===== src/rtl/star_trig_pkg.sv =====
// Shared constants and the event record type for the star-trigger receive path.
package star_trig_pkg;
  localparam int STAR_NUM_LINES = 17;
  localparam int STAR_TS_W      = 32;
  localparam int STAR_DEPTH     = 16;
  localparam int STAR_FILT_CYC  = 4;
  localparam int DROP_CNT_W     = 8;

  typedef struct packed {
    logic [STAR_TS_W-1:0]      ts;
    logic [STAR_NUM_LINES-1:0] mask;
  } star_evt_t;
endpackage


===== src/rtl/star_trig_evt_fifo.sv =====
// Synchronous event FIFO, default word is one star_evt_t; shared with the TX-side event log.
module star_trig_evt_fifo import star_trig_pkg::*; #(
  parameter int DW    = $bits(star_evt_t),
  parameter int DEPTH = STAR_DEPTH
) (
  input  logic                   clk,
  input  logic                   rst_n,
  input  logic                   push_i,
  input  logic [DW-1:0]          din_i,
  input  logic                   pop_i,
  output logic [DW-1:0]          dout_o,
  output logic                   full_o,
  output logic                   empty_o,
  output logic [$clog2(DEPTH):0] cnt_o
);
  localparam int AW = $clog2(DEPTH);

  logic [DW-1:0] mem_q [DEPTH];
  logic [AW-1:0] wr_q, rd_q;
  logic [AW:0]   cnt_q, cnt_d;
  logic          do_push, do_pop;

  assign full_o  = (cnt_q == (AW+1)'(DEPTH));
  assign empty_o = (cnt_q == '0);
  assign cnt_o   = cnt_q;
  assign dout_o  = mem_q[rd_q];

  // A pop frees the slot in the same cycle, so a full FIFO still accepts a push.
  assign do_pop  = pop_i & ~empty_o;
  assign do_push = push_i & (~full_o | do_pop);

  always_comb begin
    cnt_d = cnt_q;
    if (do_push && !do_pop) begin
      cnt_d = cnt_q + (AW+1)'(1);
    end else if (!do_push && do_pop) begin
      cnt_d = cnt_q - (AW+1)'(1);
    end
  end

  always_ff @(posedge clk or negedge rst_n) begin
    if (!rst_n) begin
      wr_q  <= '0;
      rd_q  <= '0;
      cnt_q <= '0;
      for (int i = 0; i < DEPTH; i++) begin
        mem_q[i] <= '0;
      end
    end else begin
      if (do_push) begin
        mem_q[wr_q] <= din_i;
        wr_q        <= wr_q + AW'(1);
      end
      if (do_pop) begin
        rd_q <= rd_q + AW'(1);
      end
      cnt_q <= cnt_d;
    end
  end
endmodule


===== src/rtl/star_trig_rx.sv =====
// Star-trigger receiver: 2-FF sync, optional deglitch, rise detect, timestamped event FIFO.
// Defining STAR_TRIG_RX_FILTER_EN adds the per-line FILT_CYC stability filter.
module star_trig_rx import star_trig_pkg::*; #(
  parameter int NUM_LINES = STAR_NUM_LINES,
  parameter int TS_W      = STAR_TS_W,
  parameter int DEPTH     = STAR_DEPTH,
  parameter int FILT_CYC  = STAR_FILT_CYC
) (
  input  logic                   clk,
  input  logic                   cpu_rst_b,
  input  logic [NUM_LINES-1:0]   star_in,
  input  logic                   rx_en,
  input  logic [NUM_LINES-1:0]   line_mask,
  input  logic                   ts_clr,
  input  logic                   ovf_clr,
  output logic                   evt_valid,
  input  logic                   evt_ready,
  output logic [TS_W-1:0]        evt_ts,
  output logic [NUM_LINES-1:0]   evt_mask,
  output logic [$clog2(DEPTH):0] fifo_cnt,
  output logic                   ovf,
  output logic [DROP_CNT_W-1:0]  drop_cnt
);
  localparam int EW = TS_W + NUM_LINES;

  logic [NUM_LINES-1:0]  sync1_q, sync2_q, level, level_d_q, rise;
  logic [TS_W-1:0]       ts_q, ts_d;
  logic                  det_vld_q;
  logic [TS_W-1:0]       det_ts_q;
  logic [NUM_LINES-1:0]  det_mask_q;
  logic                  ovf_q, ovf_d;
  logic [DROP_CNT_W-1:0] drop_q, drop_d;
  logic                  fifo_full, fifo_empty, pop, drop;
  logic [EW-1:0]         head;

  if (FILT_CYC < 1 || (DEPTH & (DEPTH - 1)) != 0 || DEPTH < 2) begin : g_bad_param
    $error("star_trig_rx: FILT_CYC must be >= 1 and DEPTH a power of two >= 2");
  end

  always_ff @(posedge clk or negedge cpu_rst_b) begin
    if (!cpu_rst_b) begin
      sync1_q <= '0;
      sync2_q <= '0;
    end else begin
      sync1_q <= star_in;
      sync2_q <= sync1_q;
    end
  end

`ifdef STAR_TRIG_RX_FILTER_EN
  localparam int CW = $clog2(FILT_CYC + 1);

  logic [NUM_LINES-1:0] filt_q;
  logic [CW-1:0]        fcnt_q [NUM_LINES];

  // A line flips only after FILT_CYC consecutive cycles at the new level.
  always_ff @(posedge clk or negedge cpu_rst_b) begin
    if (!cpu_rst_b) begin
      filt_q <= '0;
      for (int i = 0; i < NUM_LINES; i++) begin
        fcnt_q[i] <= '0;
      end
    end else begin
      for (int i = 0; i < NUM_LINES; i++) begin
        if (sync2_q[i] != filt_q[i]) begin
          if (fcnt_q[i] == CW'(FILT_CYC - 1)) begin
            filt_q[i] <= sync2_q[i];
            fcnt_q[i] <= '0;
          end else begin
            fcnt_q[i] <= fcnt_q[i] + CW'(1);
          end
        end else begin
          fcnt_q[i] <= '0;
        end
      end
    end
  end

  assign level = filt_q;
`else
  assign level = sync2_q;
`endif

  assign rise = level & ~level_d_q & line_mask;
  assign ts_d = ts_clr ? '0 : ts_q + TS_W'(1);

  assign evt_valid = ~fifo_empty;
  assign pop       = evt_valid & evt_ready;
  assign drop      = det_vld_q & fifo_full & ~pop;
  assign evt_ts    = head[EW-1 -: TS_W];
  assign evt_mask  = head[NUM_LINES-1:0];
  assign ovf       = ovf_q;
  assign drop_cnt  = drop_q;

  // A drop in the same cycle as ovf_clr wins and restarts the count at one.
  always_comb begin
    ovf_d  = ovf_q;
    drop_d = drop_q;
    if (drop) begin
      ovf_d  = 1'b1;
      drop_d = ovf_clr ? DROP_CNT_W'(1) : ((&drop_q) ? drop_q : drop_q + DROP_CNT_W'(1));
    end else if (ovf_clr) begin
      ovf_d  = 1'b0;
      drop_d = '0;
    end
  end

  always_ff @(posedge clk or negedge cpu_rst_b) begin
    if (!cpu_rst_b) begin
      ts_q       <= '0;
      level_d_q  <= '0;
      det_vld_q  <= 1'b0;
      det_ts_q   <= '0;
      det_mask_q <= '0;
      ovf_q      <= 1'b0;
      drop_q     <= '0;
    end else begin
      ts_q       <= ts_d;
      level_d_q  <= level;
      det_vld_q  <= rx_en & (|rise);
      det_ts_q   <= ts_q;
      det_mask_q <= rise;
      ovf_q      <= ovf_d;
      drop_q     <= drop_d;
    end
  end

  star_trig_evt_fifo #(
    .DW    (EW),
    .DEPTH (DEPTH)
  ) u_fifo (
    .clk     (clk),
    .rst_n   (cpu_rst_b),
    .push_i  (det_vld_q),
    .din_i   ({det_ts_q, det_mask_q}),
    .pop_i   (pop),
    .dout_o  (head),
    .full_o  (fifo_full),
    .empty_o (fifo_empty),
    .cnt_o   (fifo_cnt)
  );
endmodule


===== config.mk =====
export PLATFORM = sky130hd
export DESIGN_NAME = star_trig_rx
export DESIGN_NICKNAME = d
export VERILOG_FILES = /design/src/rtl/star_trig_pkg.sv /design/src/rtl/star_trig_evt_fifo.sv /design/src/rtl/star_trig_rx.sv
export SDC_FILE = /design/constraint.sdc
export NUM_CORES = 1
export LEC_CHECK = 0
export ABC_CLOCK_PERIOD_IN_PS = 8400
export CAP_MARGIN = 0
export CELL_PAD_IN_SITES_DETAIL_PLACEMENT = 0
export CELL_PAD_IN_SITES_GLOBAL_PLACEMENT = 1
export CORE_MARGIN = 1.5
export CORE_UTILIZATION = 25
export CTS_CLUSTER_DIAMETER = 150
export DETAILED_ROUTE_END_ITERATION = 8
export PLACE_DENSITY_LB_ADDON = 0.1
export SYNTH_ARGS = -nofsm -noshare
export SYNTH_HDL_FRONTEND = slang
export SYNTH_SLANG_ARGS = --single-unit

===== constraint.sdc =====
create_clock -name clk -period 8.4 [get_ports clk]
set_clock_uncertainty 0.1 [all_clocks]
set_input_delay 1.26 -clock clk [delete_from_list [all_inputs] [get_ports clk]]
set_output_delay 1.26 -clock clk [all_outputs]
set_load 0.005 [all_outputs]

After elaboration in Yosys (flattened, before gate mapping)
Cells that the tools add are included.
{"block": "totals", "word_cells": 80, "in_bits": 40, "output_inout_bits": 64, "latchBits": 0, "n_memories": 0, "regBits": 939, "ramBits": 0, "rom_bits": 0}
{"block": "classes", "eq_ne": 2, "reduce_logical": 11, "n_mux": 15, "n_addsub": 6, "shifts": 0, "bitwise_logic": 15, "n_lt_le_gt_ge": 3, "mul": 0, "div": 0}
{"operator": "$bwmux W784", "count": 1}
{"operator": "$bmux W49 S4", "count": 1}
{"operator": "$demux W49 S4", "count": 1}
{"operator": "$mux W49", "count": 3}
{"operator": "$and A17 B17 Y17", "count": 2}
{"operator": "$add A32 B1 Y32 const B", "count": 1}
{"operator": "$mux W32", "count": 1}
{"operator": "$mux W8", "count": 4}
{"operator": "$not A17 Y17", "count": 1}
{"operator": "$reduce_or A17 Y1", "count": 1}
{"operator": "$ge A5 B5 Y1 const B", "count": 2}
{"operator": "$mux W5", "count": 2}
{"operator": "$not A4 Y5", "count": 2}
{"operator": "$add A4 B1 Y4 const B", "count": 2}
{"operator": "$add A8 B1 Y8 const B", "count": 1}
{"operator": "$reduce_and A8 Y1", "count": 1}
{"operator": "$and A1 B1 Y1", "count": 6}
{"operator": "$add A5 B1 Y5 const B", "count": 1}
{"operator": "$eq A5 B5 Y1 const B", "count": 1}
{"operator": "$logic_not A5 Y1", "count": 1}
{"operator": "$lt A5 B1 Y1 const B", "count": 1}
{"operator": "$sub A5 B1 Y5 const B", "count": 1}
{"operator": "$reduce_bool A2 Y1", "count": 2}
{"operator": "$logic_and A1 B1 Y1", "count": 3}
{"operator": "6 further kinds", "count": 10}

Logic depth before layout (Yosys ltp)
Gate-level depths: netlist of the first run.
{"block": "depth", "depth_word": 10, "mapped_depth": 10}

Cells and area by module
From an unflattened synthesis of the first run, not the netlist that was laid out.
{"block": "hier_totals", "hier_cells": 2579, "hier_area_um2": 40669.0}
{"module": "star_trig_evt_fifo", "n_inst": 1, "seq_area_each_um2": 19944.1, "cells_each": 2205, "area_each_um2": 35805.6}
{"module": "star_trig_rx", "n_inst": 1, "seq_area_each_um2": 3553.4, "cells_each": 374, "area_each_um2": 4863.4}

Worst setup path before layout of the first run
No wires, ideal clock.
{"block": "synth_path", "kind": "reg-to-output", "startpoint": "reg u_fifo.rd_q[0]", "endpoint": "out evt_ts[13]", "n_path_buf": 3, "stages_incl_launch_ff": 6, "t_required_ns": 7.040, "slack_ns": 4.954, "arrival_ns": 2.086, "cell_sequence": "dfrtp_1 > buf_2 > buf_2 > buf_2 > mux4_2 > mux4_2"}
{"block": "synth_via", "elab_chain_cells": 4}
{"element": "start, declared", "line_no": "star_trig_evt_fifo.sv:19", "text": "logic [AW-1:0] wr_q, rd_q;"}
{"element": "start signal, assigned", "line_no": "star_trig_evt_fifo.sv:55", "text": "rd_q <= rd_q + AW'(1);"}
{"element": "$not A4 Y5 (not written as such)", "line_no": "star_trig_evt_fifo.sv:26", "text": "assign dout_o = mem_q[rd_q];"}
{"element": "$bmux W49 S4", "line_no": "star_trig_evt_fifo.sv:26"}
{"element": "$mux W49 (not written as such) (2 in series)", "line_no": "star_trig_evt_fifo.sv:26"}
{"element": "end, declared", "line_no": "star_trig_rx.sv:18", "text": "output logic [TS_W-1:0] evt_ts,"}
Every way passes these cells. The select of a mux whose other input is x is not followed.

Worst setup path after layout of the first run
{"block": "layout_path", "startpoint": "reg u_fifo.rd_q[0]", "endpoint": "out evt_mask[13]"}
{"block": "layout_via", "elab_chain_cells": 4}
{"element": "$not A4 Y5 (not written as such)", "line_no": "star_trig_evt_fifo.sv:26"}
{"element": "$bmux W49 S4", "line_no": "star_trig_evt_fifo.sv:26"}
{"element": "$mux W49 (not written as such) (2 in series)", "line_no": "star_trig_evt_fifo.sv:26"}
{"element": "end, declared", "line_no": "star_trig_rx.sv:19", "text": "output logic [NUM_LINES-1:0] evt_mask,"}
Every way passes these cells. The select of a mux whose other input is x is not followed.

==> reports/metrics.csv, run 1 <==
stage;metric;value;unit
hold_path;min_to;level[0];
clock_tree;cts_buffers;114;
pwr;ir_drop;0.0002211;V
floorplanning;core;0.1611;mm²
logic_synthesis;ys.flop_type;dfrtp_1;
logic_synthesis;ys_types;46;
route;routed_wl;117200;µm
logic_synthesis;ys_warn_count;0;
finish;stdcell_count;4755;
grt;grt_max_degree;162;
worst_setup_path;r2r_slack;4.92;ns
hold_path;min_path_cells;0;
finish;fin_nets;2557;
hold_path;hp-start;sync1_q[0];
grt;grt_pass1_wl;175400;µm
clock_tree;clock_sinks;939;
floorplanning;fp-row-count;147;
worst_setup_path;crit_arrival;4.13;ns
floorplanning;die_w;406.5;µm
timing;min_period_over_period;65.38;%
pwr;p_int;0.009606;W
worst_setup_path;r2r_start;u_fifo.cnt_o[4];
timing;tns;0;ns
place;place_congestion;0.7054;
route;ant_nets;0;
finish;syn2layout_area_growth;17.00;%
finish;final_cell_mix;dfrtp_1 (935), mux2_2 (736), mux4_2 (245), clkbuf_16 (117), clkdlybuf4s50_1 (102);
route;first_pass_iters;5;
logic_synthesis;synth_edf_count;0;
worst_setup_path;reg2reg_depth;9;
clock_tree;cts_tree;done;
place;hpwl;60910;µm
place;dp_cells;4549;
worst_setup_path;cp_slowest_cell;dfrtp_4;
worst_setup_path;critPathMaxStageDelay;0.92;ns
floorplanning;die_h;406.5;µm
grt;antenna_found_initial;1;
clock_tree;root_buffer;clkbuf_16;
pwr;p_total;0.01362;W
route;drt_iter0_markers;1045;
route;vias_per_cell;4.605;
logic_synthesis;synth_area;0.04071;mm²
grt;grt_pass1_vias;24500;
route;num_vias;21900;
pwr;power_frac_seq;41.2;%
worst_setup_path;r2r_end;u_fifo.cnt_o[4];
clock_tree;cts_setup_buffers;0;
clock_tree;cts_resized;0;
finish;final_common_cell;dfrtp_1;
timing;min_period;5.492;ns
grt;grt_use_total;14.52;%
clock_tree;htreeDepth;3;
clock_tree;cts_hold_buf;0;
place;numPortBuffers;103;
worst_setup_path;path_buf_inv;2;
worst_setup_path;crit_top_cell;mux4_2;
pwr;powerDensity;286.0;mW/mm²
worst_setup_path;cp-end-kind;primary output;
timing;slew_violations;0;
clock_tree;insertion_delay;0.73;ns
hold_path;hold_path_class;reg2reg;
pwr;clkPwrFrac;35.8;%
timing;hold_viol_final;0;
worst_setup_path;critPathKind;reg2out;
clock_tree;clk_path_buf_depth;3;
logic_synthesis;syn_avg_cell_area;16.58;µm²
timing;timing.hold.ws;0.2462;ns
floorplanning;io-pin-count;104;
floorplanning;die-area;0.1653;mm²
pwr;p_leak;21.67;nW
finish;drive_above_1_share;47.76;%
timing;setup_violations;0;
worst_setup_path;crit_required;7.04;ns
worst_setup_path;path_max_fanout;91;
finish;post-route-util;29.56;%
timing;grt_setup_unrepaired;false;
flow_run;maxCapViolations;0;
route;wl_per_cell;24.65;µm
grt;grt_overflow;0;
logic_synthesis;syn-num-nets;2507;
route;drc;0;
floorplanning;initial_core_util;25.27;%
clock_tree;path_clk_slew;0.06;ns
logic_synthesis;synth_seq_cells;939;
timing;relSlewSlack;28.00;%
pwr;sw_frac_of_total;29.49;%
timing;tightestPinTransition;1.080;ns
logic_synthesis;ys_seq_area_share;57.72;%
worst_setup_path;crit_path_start_kind;flip-flop;
worst_setup_path;crit_family;multiplexers;
timing;fmax;182.1;MHz
logic_synthesis;synthArstFlopShare;100.0;%
pwr;comb_power_share;22.9;%
outcome;status;completed;
logic_synthesis;syn_inst;2455;
worst_setup_path;crit_chain;buf_12, mux4_2, mux4_2, clkdlybuf4s50_1;
pwr;netSwitchingPower;0.004018;W
## how the worst max path moves through the flow
| stage | from | end | slack, ns | depth (start not counted) |
|---|---|---|---|---|
| global route | u_fifo.rd_q[0] | evt_mask[13] | 2.61 | 4 |
| detailed placement | u_fifo.rd_q[0] | evt_mask[13] | 3.53 | 4 |
| floorplan | u_fifo.rd_q[0] | evt_ts[13] | 4.95 | 5 |
| finish | u_fifo.rd_q[0] | evt_mask[13] | 2.91 | 4 |
| CTS | u_fifo.rd_q[0] | evt_mask[14] | 2.70 | 4 |
| global placement | u_fifo.rd_q[0] | evt_mask[14] | 3.55 | 4 |
## cells in the mapped netlist (14+ instances only)
| cell type | number | area share [%] |
|---|---|---|
| buf_2 | 70 | 0.86 |
| mux2_2 | 736 | 20 |
| buf_6 | 15 | 0.41 |
| mux4_2 | 245 | 14 |
| clkbuf_1 | 100 | 0.92 |
| buf_1 | 14 | 0.13 |
| nand4_1 | 17 | 0.26 |
| o31ai_1 | 16 | 0.30 |
| nor2_1 | 34 | 0.31 |
| dfrtp_1 | 939 | 58 |
| nand2_1 | 37 | 0.34 |
| mux2_1 | 20 | 0.55 |
| a21oi_1 | 26 | 0.32 |
| mux2_4 | 30 | 1.1 |
| or4_1 | 17 | 0.31 |
## cell type report
cell class,instances,area [µm²]
multi-input cells,1295,16230
well taps,2160,2703
inverters,13,48.80
repair buffers,142,1429
diodes,1,2.502
clock buffers,181,3448
flip-flops and latches,939,23510
fillers,15970,113500
clock inverters,24,265.3
## flip-flops by register name, indices dropped and copies added (netlist names), 4 cells and up
name / cells
det_mask_q: 17
u_fifo.cnt_o: 5
u_fifo.mem_q: 784
sync1_q: 17
level_d_q: 17
drop_cnt: 8
det_ts_q: 32
level: 17
u_fifo.wr_q: 4
ts_q: 32
u_fifo.rd_q: 4
## metal layers
layer | share of wire (%) | global-route usage [%]
met3 | 3.0 | 2.239
met5 | 0 | 0
met1 | 47 | 20.21
met4 | 1.8 | 3.888
met2 | 48 | 23.43
## cell families after synthesis
kind of cell,share of synthesized area [%]
and+or+nand+nor,2.105
buffers and inverters,2.612
AOI/OAI and AO/OA,1.131
xor gates and xnor gates,0.4518
DFF,57.72
muxes,35.60
adders and majority gates,0.3872
## through the flow
| stage | setup slack (ns) | area (µm²) |
|---|---|---|
| after global placement | 3.549 | 43920 |
| after global routing | 2.611 | 47630 |
| after detailed placement | 3.527 | 43920 |
| final | 2.908 | 47630 |
| after floorplan | 4.954 | 40710 |
| after CTS | 2.696 | 47630 |
## worst register-to-register path: stages (launching register included)
cell	delay, ns
dfrtp_1	0.41
nor2b_1	0.82
a21boi_1	0.52
ha_1	0.36
inv_1	0.15
ha_1	0.30
a21o_1	0.17
a21oi_1	0.19
mux2i_1	0.25
xnor2_1	0.13
## power by group through the flow
stage          logic [W]  registers, W  clock network, W
2_1_floorplan    0.00224       0.00538                 0
3_3_place_gp     0.00319       0.00570                 0
3_5_place_dp     0.00323       0.00572                 0
4_1_cts          0.00323       0.00564           0.00509
5_1_grt          0.00336       0.00572           0.00529
6_report         0.00313       0.00562           0.00488
Note: power is estimated with default switching activity, not from simulation.
==> run 2: changes to the inputs <==
ABC_CLOCK_PERIOD_IN_PS = 5300   (was 8400)
clock period = 5.3 ns   (was 8.4 ns; I/O delays follow)
==> reports/metrics.csv, run 2 (synthesized netlist as in run 1, its figures left out) <==
stage;metric;value;unit;change
worst_setup_path;crit_required;4.41;ns;-2.63 ns
grt;grtUsageMet2;23.09;%;-0.34 points
route;drc;0;;unchanged
pwr;ir_drop;0.0002445;V;+11%
pwr;powerDensity;459.9;mW/mm²;+61%
worst_setup_path;critPathKind;reg2out;;
pwr;p_leak;22.03;nW;+1.7%
clock_tree;root_buffer;clkbuf_16;;
clock_tree;insertion_delay;0.72;ns;about the same
route;first_pass_iters;5;;unchanged
finish;drive_above_1_share;48.72;%;+0.96 points
finish;fin_nets;2583;;+1.0%
grt;busiest_layer;met2;;
route;ant_nets;0;;unchanged
pwr;p_total;0.02220;W;+63%
timing;tns;0;ns;unchanged
clock_tree;path_clk_slew;0.06;ns;about the same
clock_tree;cts_hold_buf;0;;unchanged
hold_path;hold_path_class;in2async;;
worst_setup_path;crit_arrival;3.69;ns;-0.44 ns
grt;grt_pass1_wl;173100;µm;-1.4%
route;num_vias;22080;;+0.84%
flow_run;maxCapViolations;0;;unchanged
grt;grt_pass1_vias;24670;;+0.69%
timing;min_period_over_period;86.48;%;
floorplanning;io-pin-count;104;;unchanged
finish;top_regs;u_fifo.mem_q x784, det_ts_q x32, ts_q x32;;
finish;final_cell_mix;dfrtp_1 (935), mux2_2 (736), mux4_2 (245), clkbuf_16 (116), clkdlybuf4s50_1 (102);;
pwr;power_frac_seq;40.2;%;-1.0 points
grt;grt_use_total;14.22;%;-0.30 points
floorplanning;die_h;406.5;µm;unchanged
pwr;netSwitchingPower;0.006435;W;+60%
grt;grt_max_degree;131;;-19%
clock_tree;cts_resized;0;;unchanged
timing;hold_viol_final;12;;+12
pwr;p_int;0.01576;W;+64%
clock_tree;cts_buffers;114;;unchanged
grt;use_met3;2.258;%;+0.020 points
worst_setup_path;cp_slowest_cell;dfrtp_4;;
route;wl_per_cell;24.08;µm;-2.3%
pwr;clkPwrFrac;36.8;%;+1.0 points
place;hpwl;64450;µm;+5.8%
timing;relSlewSlack;20.79;%;-7.2 points
grt;grt_overflow;0;;unchanged
floorplanning;core;0.1611;mm²;unchanged
floorplanning;die-area;0.1653;mm²;unchanged
floorplanning;initial_core_util;25.27;%;unchanged
outcome;status;complete, but fails checks;;
outcome;violations;hold timing;;
clock_tree;cts_tree;done;;
grt;met1_usage;19.37;%;-0.84 points
floorplanning;fp-row-count;147;;unchanged
worst_setup_path;crit_path_start_kind;flip-flop;;
timing;timing.hold.ws;-0.05900;ns;-0.3052 ns
route;vias_per_cell;4.615;;+0.22%
finish;syn2layout_area_growth;18.58;%;
place;dp_cells;4575;;+0.57%
finish;post-route-util;29.96;%;+0.40 points
route;drt_iter0_markers;988;;-5.5%
clock_tree;clock_sinks;939;;unchanged
clock_tree;htreeDepth;3;;unchanged
clock_tree;cts_setup_buffers;0;;unchanged
finish;largest_register_ffs;784;;unchanged
timing;grt_setup_unrepaired;false;;
finish;largest_register;u_fifo.mem_q;;
finish;stdcell_count;4784;;+0.61%
finish;final_common_cell;dfrtp_1;;
worst_setup_path;path_max_fanout;30;;-67%
timing;tightestPinTransition;1.188;ns;+0.1081 ns
timing;fmax;218.2;MHz;
worst_setup_path;critPathMaxStageDelay;0.92;ns;about the same
floorplanning;die_w;406.5;µm;unchanged
clock_tree;clk_path_buf_depth;3;;unchanged
worst_setup_path;crit_top_cell;mux4_2;;
pwr;comb_power_share;23.1;%;+0.2 points
place;numPortBuffers;103;;unchanged
place;place_congestion;0.6838;;-3.1%
timing;min_period;4.583;ns;
grt;antenna_found_initial;4;;+3
pwr;sw_frac_of_total;28.99;%;-0.51 points
timing;slew_violations;0;;unchanged
worst_setup_path;crit_chain;buf_12, mux4_2, mux4_2, clkdlybuf4s50_1;;
worst_setup_path;cp-end-kind;primary output;;
route;routed_wl;115200;µm;-1.7%
timing;setup_violations;0;;unchanged
## run 2: cell count changes in the layout (fill, tap and decap cells not counted), moves of 6 or more
| cell | before | now |
|---|---|---|
| clkbuf_1 | 36 | 25 |
| buf_4 | 31 | 39 |
| bufinv_16 | 4 | 13 |
| buf_12 | 8 | 26 |
| clkinv_2 | 14 | 20 |
## run 2: layer usage
metal,part of all wire [%],vias to the layer above,wire (µm)
li1,-,9336,-
met1,46,12240,53040
met2,48,335,55390
met3,3.4,171,3867
met4,2.5,2,2869
met5,0.010,-,12
## run 2: critical path, delay by kind of cell (launching register included)
kind	cells	cell delay [ns]
multiplexers	2	1.10
flip-flops	1	0.92
buffers and inverters	2	0.88
## run 2: path summary, 6_finish.rpt
path | startpoint | end | slack (ns) | depth (start not counted)
max in group asynchronous | cpu_rst_b | u_fifo.mem_q[543] | 3.84 | 2
hold reg to reg | sync1_q[12] | level[12] | 0.25 | 0
setup / recovery | u_fifo.rd_q[0] | evt_ts[21] | 0.72 | 4
min in group clk | sync1_q[12] | level[12] | 0.25 | 0
hold / removal | cpu_rst_b | u_fifo.mem_q[689] | -0.06 | 1
setup reg to reg | u_fifo.cnt_o[1] | u_fifo.cnt_o[4] | 2.05 | 10
## run 2: cell type report
cell class / instances / area [µm²]
Clock buffer: 170 / 3396
Clock inverter: 38 / 569.3
Tap cell: 2160 / 2703
Fill cell: 15920 / 112800
Timing Repair Buffer: 168 / 1849
Multi-Input combinational cell: 1295 / 16190
Inverter: 13 / 48.80
Antenna cell: 1 / 2.502
Sequential cell: 939 / 23510
## run 2: metrics by stage
stage / hold slack (ns) / cell area (µm²) / setup WS, ns
final: -0.05900 / 48280 / 0.7166
after global routing: 0.01346 / 48270 / 0.5079
after CTS: 0.0007371 / 48270 / 0.5515
after detailed placement: 0.2347 / 44310 / 1.357
after global placement: 0.2334 / 44310 / 1.340
after floorplan: 0.2312 / 40710 / 2.319
## run 2: power by group through the flow
stage / Combinational, W / Sequential (W) / Clock, W
final: 0.00512 / 0.00892 / 0.00816
after global routing: 0.00550 / 0.00906 / 0.00877
after CTS: 0.00531 / 0.00895 / 0.00849
after detailed placement: 0.00529 / 0.00907 / 0
after global placement: 0.00524 / 0.00901 / 0
after floorplan: 0.00356 / 0.00853 / 0
==> run 3: changes to the inputs <==
CORE_MARGIN = not set   (was 1.5)
==> reports/metrics.csv, run 3 (synthesized netlist as in run 1, its figures left out) <==
stage;metric;value;unit;change
grt;grt_use_total;14.58;%;+0.36 points
flow_run;maxCapViolations;0;;unchanged
place;hpwl;64400;µm;about the same
finish;largest_register_ffs;784;;unchanged
grt;grt_pass1_wl;176200;µm;+1.8%
worst_setup_path;r2r_slack;1.92;ns;-0.13 ns
clock_tree;path_clk_slew;0.06;ns;about the same
grt;grt_overflow;0;;unchanged
timing;hold_viol_final;0;;-12
floorplanning;core;0.1611;mm²;unchanged
floorplanning;die-area;0.1645;mm²;-0.49%
place;numPortBuffers;103;;unchanged
route;vias_per_cell;4.611;;about the same
worst_setup_path;crit_path_start_kind;flip-flop;;
timing;fmax;223.4;MHz;+2.4%
place;placed_cell_area;0.04418;mm²;-0.29%
place;place_congestion;0.7004;;+2.4%
timing;relSlewSlack;23.44;%;+2.6 points
pwr;power_frac_seq;40.3;%;about the same
pwr;clkPwrFrac;37.1;%;+0.3 points
hold_path;min_path_cells;0;;
finish;largest_register;u_fifo.mem_q;;
clock_tree;root_buffer;clkbuf_16;;
pwr;powerDensity;461.6;mW/mm²;+0.37%
finish;syn2layout_area_growth;18.50;%;about the same
route;drt_iter0_markers;891;;-9.8%
pwr;p_int;0.01579;W;+0.15%
timing;tns;0;ns;unchanged
worst_setup_path;crit_arrival;3.58;ns;-0.11 ns
finish;design_area;0.04824;mm²;about the same
pwr;comb_power_share;22.6;%;-0.5 points
worst_setup_path;r2r_start;u_fifo.cnt_o[1];;
timing;grt_setup_unrepaired;false;;
pwr;ir_drop;0.0002653;V;+8.5%
timing;min_period_over_period;84.44;%;-2.0 points
hold_path;hold_path_class;reg2reg;;
timing;setup_violations;0;;unchanged
route;drc;0;;unchanged
worst_setup_path;path_max_fanout;31;;+3.3%
route;wl_per_cell;24.46;µm;+1.6%
finish;antenna_cells;0;;-1
grt;grtUsageMet2;23.30;%;+0.21 points
clock_tree;cts_buffers;113;;-0.88%
worst_setup_path;critPathKind;reg2out;;
hold_path;min_to;level[2];;
grt;met1_usage;20.15;%;+0.78 points
clock_tree;clk_path_buf_depth;3;;unchanged
timing;slew_violations;0;;unchanged
grt;busiest_layer;met2;;
finish;final_cell_mix;dfrtp_1 (935), mux2_2 (736), mux4_2 (245), clkbuf_16 (116), clkdlybuf4s50_1 (102);;
finish;top_regs;u_fifo.mem_q x784, det_ts_q x32, ts_q x32;;
grt;grt_pass1_vias;24940;;+1.1%
floorplanning;fp-row-count;147;;unchanged
pwr;netSwitchingPower;0.006480;W;+0.69%
pwr;sw_frac_of_total;29.10;%;+0.11 points
route;ant_nets;0;;unchanged
worst_setup_path;r2r_end;u_fifo.mem_q[562];;
timing;fin_ws;0.8244;ns;+0.1078 ns
worst_setup_path;crit_required;4.41;ns;about the same
floorplanning;die_h;405.5;µm;-0.25%
timing;min_period;4.476;ns;-0.1078 ns
pwr;p_total;0.02227;W;+0.31%
clock_tree;clock_sinks;939;;unchanged
clock_tree;insertion_delay;0.71;ns;about the same
place;pre_cts_ws;1.207;ns;-0.1494 ns
grt;antenna_found_initial;4;;unchanged
pwr;p_leak;21.99;nW;-0.21%
floorplanning;die_w;405.5;µm;-0.25%
clock_tree;cts_tree;done;;
grt;use_met3;2.560;%;+0.30 points
finish;final_common_cell;dfrtp_1;;
finish;drive_above_1_share;48.81;%;+0.090 points
outcome;status;completed;;
worst_setup_path;cp-end-kind;primary output;;
route;first_pass_iters;5;;unchanged
finish;fin_nets;2566;;-0.66%
hold_path;hp-start;sync1_q[2];;
timing;tightestPinTransition;1.148;ns;-0.03971 ns
floorplanning;initial_core_util;25.27;%;unchanged
grt;grt_max_degree;153;;+17%
clock_tree;htreeDepth;3;;unchanged
floorplanning;io-pin-count;104;;unchanged
route;num_vias;22000;;-0.34%
worst_setup_path;reg2reg_depth;6;;-4
route;routed_wl;116700;µm;+1.3%
run 3: cell types whose count changed in the layout (fill, tap and decap cells not counted), sizes merged:
cell         delta
bufinv          -2
buf            -17
dlygate4sd3     +1
diode           -1
clkinv          +3
clkinvlp        +3
clkbuf          +1
run 3: metal layers:
metal | vias to the layer above | wire length, µm
li1 | 9309 | -
met1 | 12220 | 55080
met2 | 306 | 54760
met3 | 167 | 4192
met4 | 2 | 2656
met5 | - | 13
run 3: worst max-delay path, stage by stage, from the launching register on:
cell and delay, ns:
dfrtp_4 0.85, buf_4 0.49, mux4_2 0.38, mux4_2 0.60, clkdlybuf4s50_1 0.51
run 3: repair_timing:
item / CTS / global route
hold buffers: 1 / 0
gates resized for setup: 0 / 0
setup buffers: 0 / 0
endpoints found under the hold margin: 26 / 0
run 3: area by class of cell:
class	count	area, µm²
tap	2160	2703
multi-input combinational	1295	16190
fill	15860	112900
clock inverter	42	553.0
inverter	13	48.80
timing repair buffer	152	1732
sequential	939	23510
clock buffer	171	3500
run 3: through the flow:
step                util, %  hold slack (ns)  cells
global route          29.94           0.2560   4772
global placement      27.42           0.2331   4558
floorplan                 -           0.2312   2455
CTS                   29.94           0.2480   4772
finish                29.94           0.2472   4772
detailed placement    27.42           0.2347   4558
run 3: power by group through the flow:
stage | Sequential [W] | Combinational (W) | Clock (W)
floorplan | 0.00853 | 0.00356 | 0
global placement | 0.00905 | 0.00518 | 0
detailed placement | 0.00912 | 0.00522 | 0
CTS | 0.00899 | 0.00524 | 0.00859
global route | 0.00912 | 0.00543 | 0.00889
finish | 0.00896 | 0.00504 | 0.00826
run 3: how the worst max path moves through the flow:
stage	slack (ns)	endpoint	startpoint
final	0.82	evt_ts[31]	u_fifo.rd_q[1]
after global routing	0.64	evt_ts[31]	u_fifo.rd_q[0]
after floorplan	2.32	evt_ts[13]	u_fifo.rd_q[0]
after CTS	0.70	evt_ts[31]	u_fifo.rd_q[0]
after detailed placement	1.21	u_fifo.mem_q[566]	evt_ready
after global placement	1.21	u_fifo.mem_q[570]	evt_ready
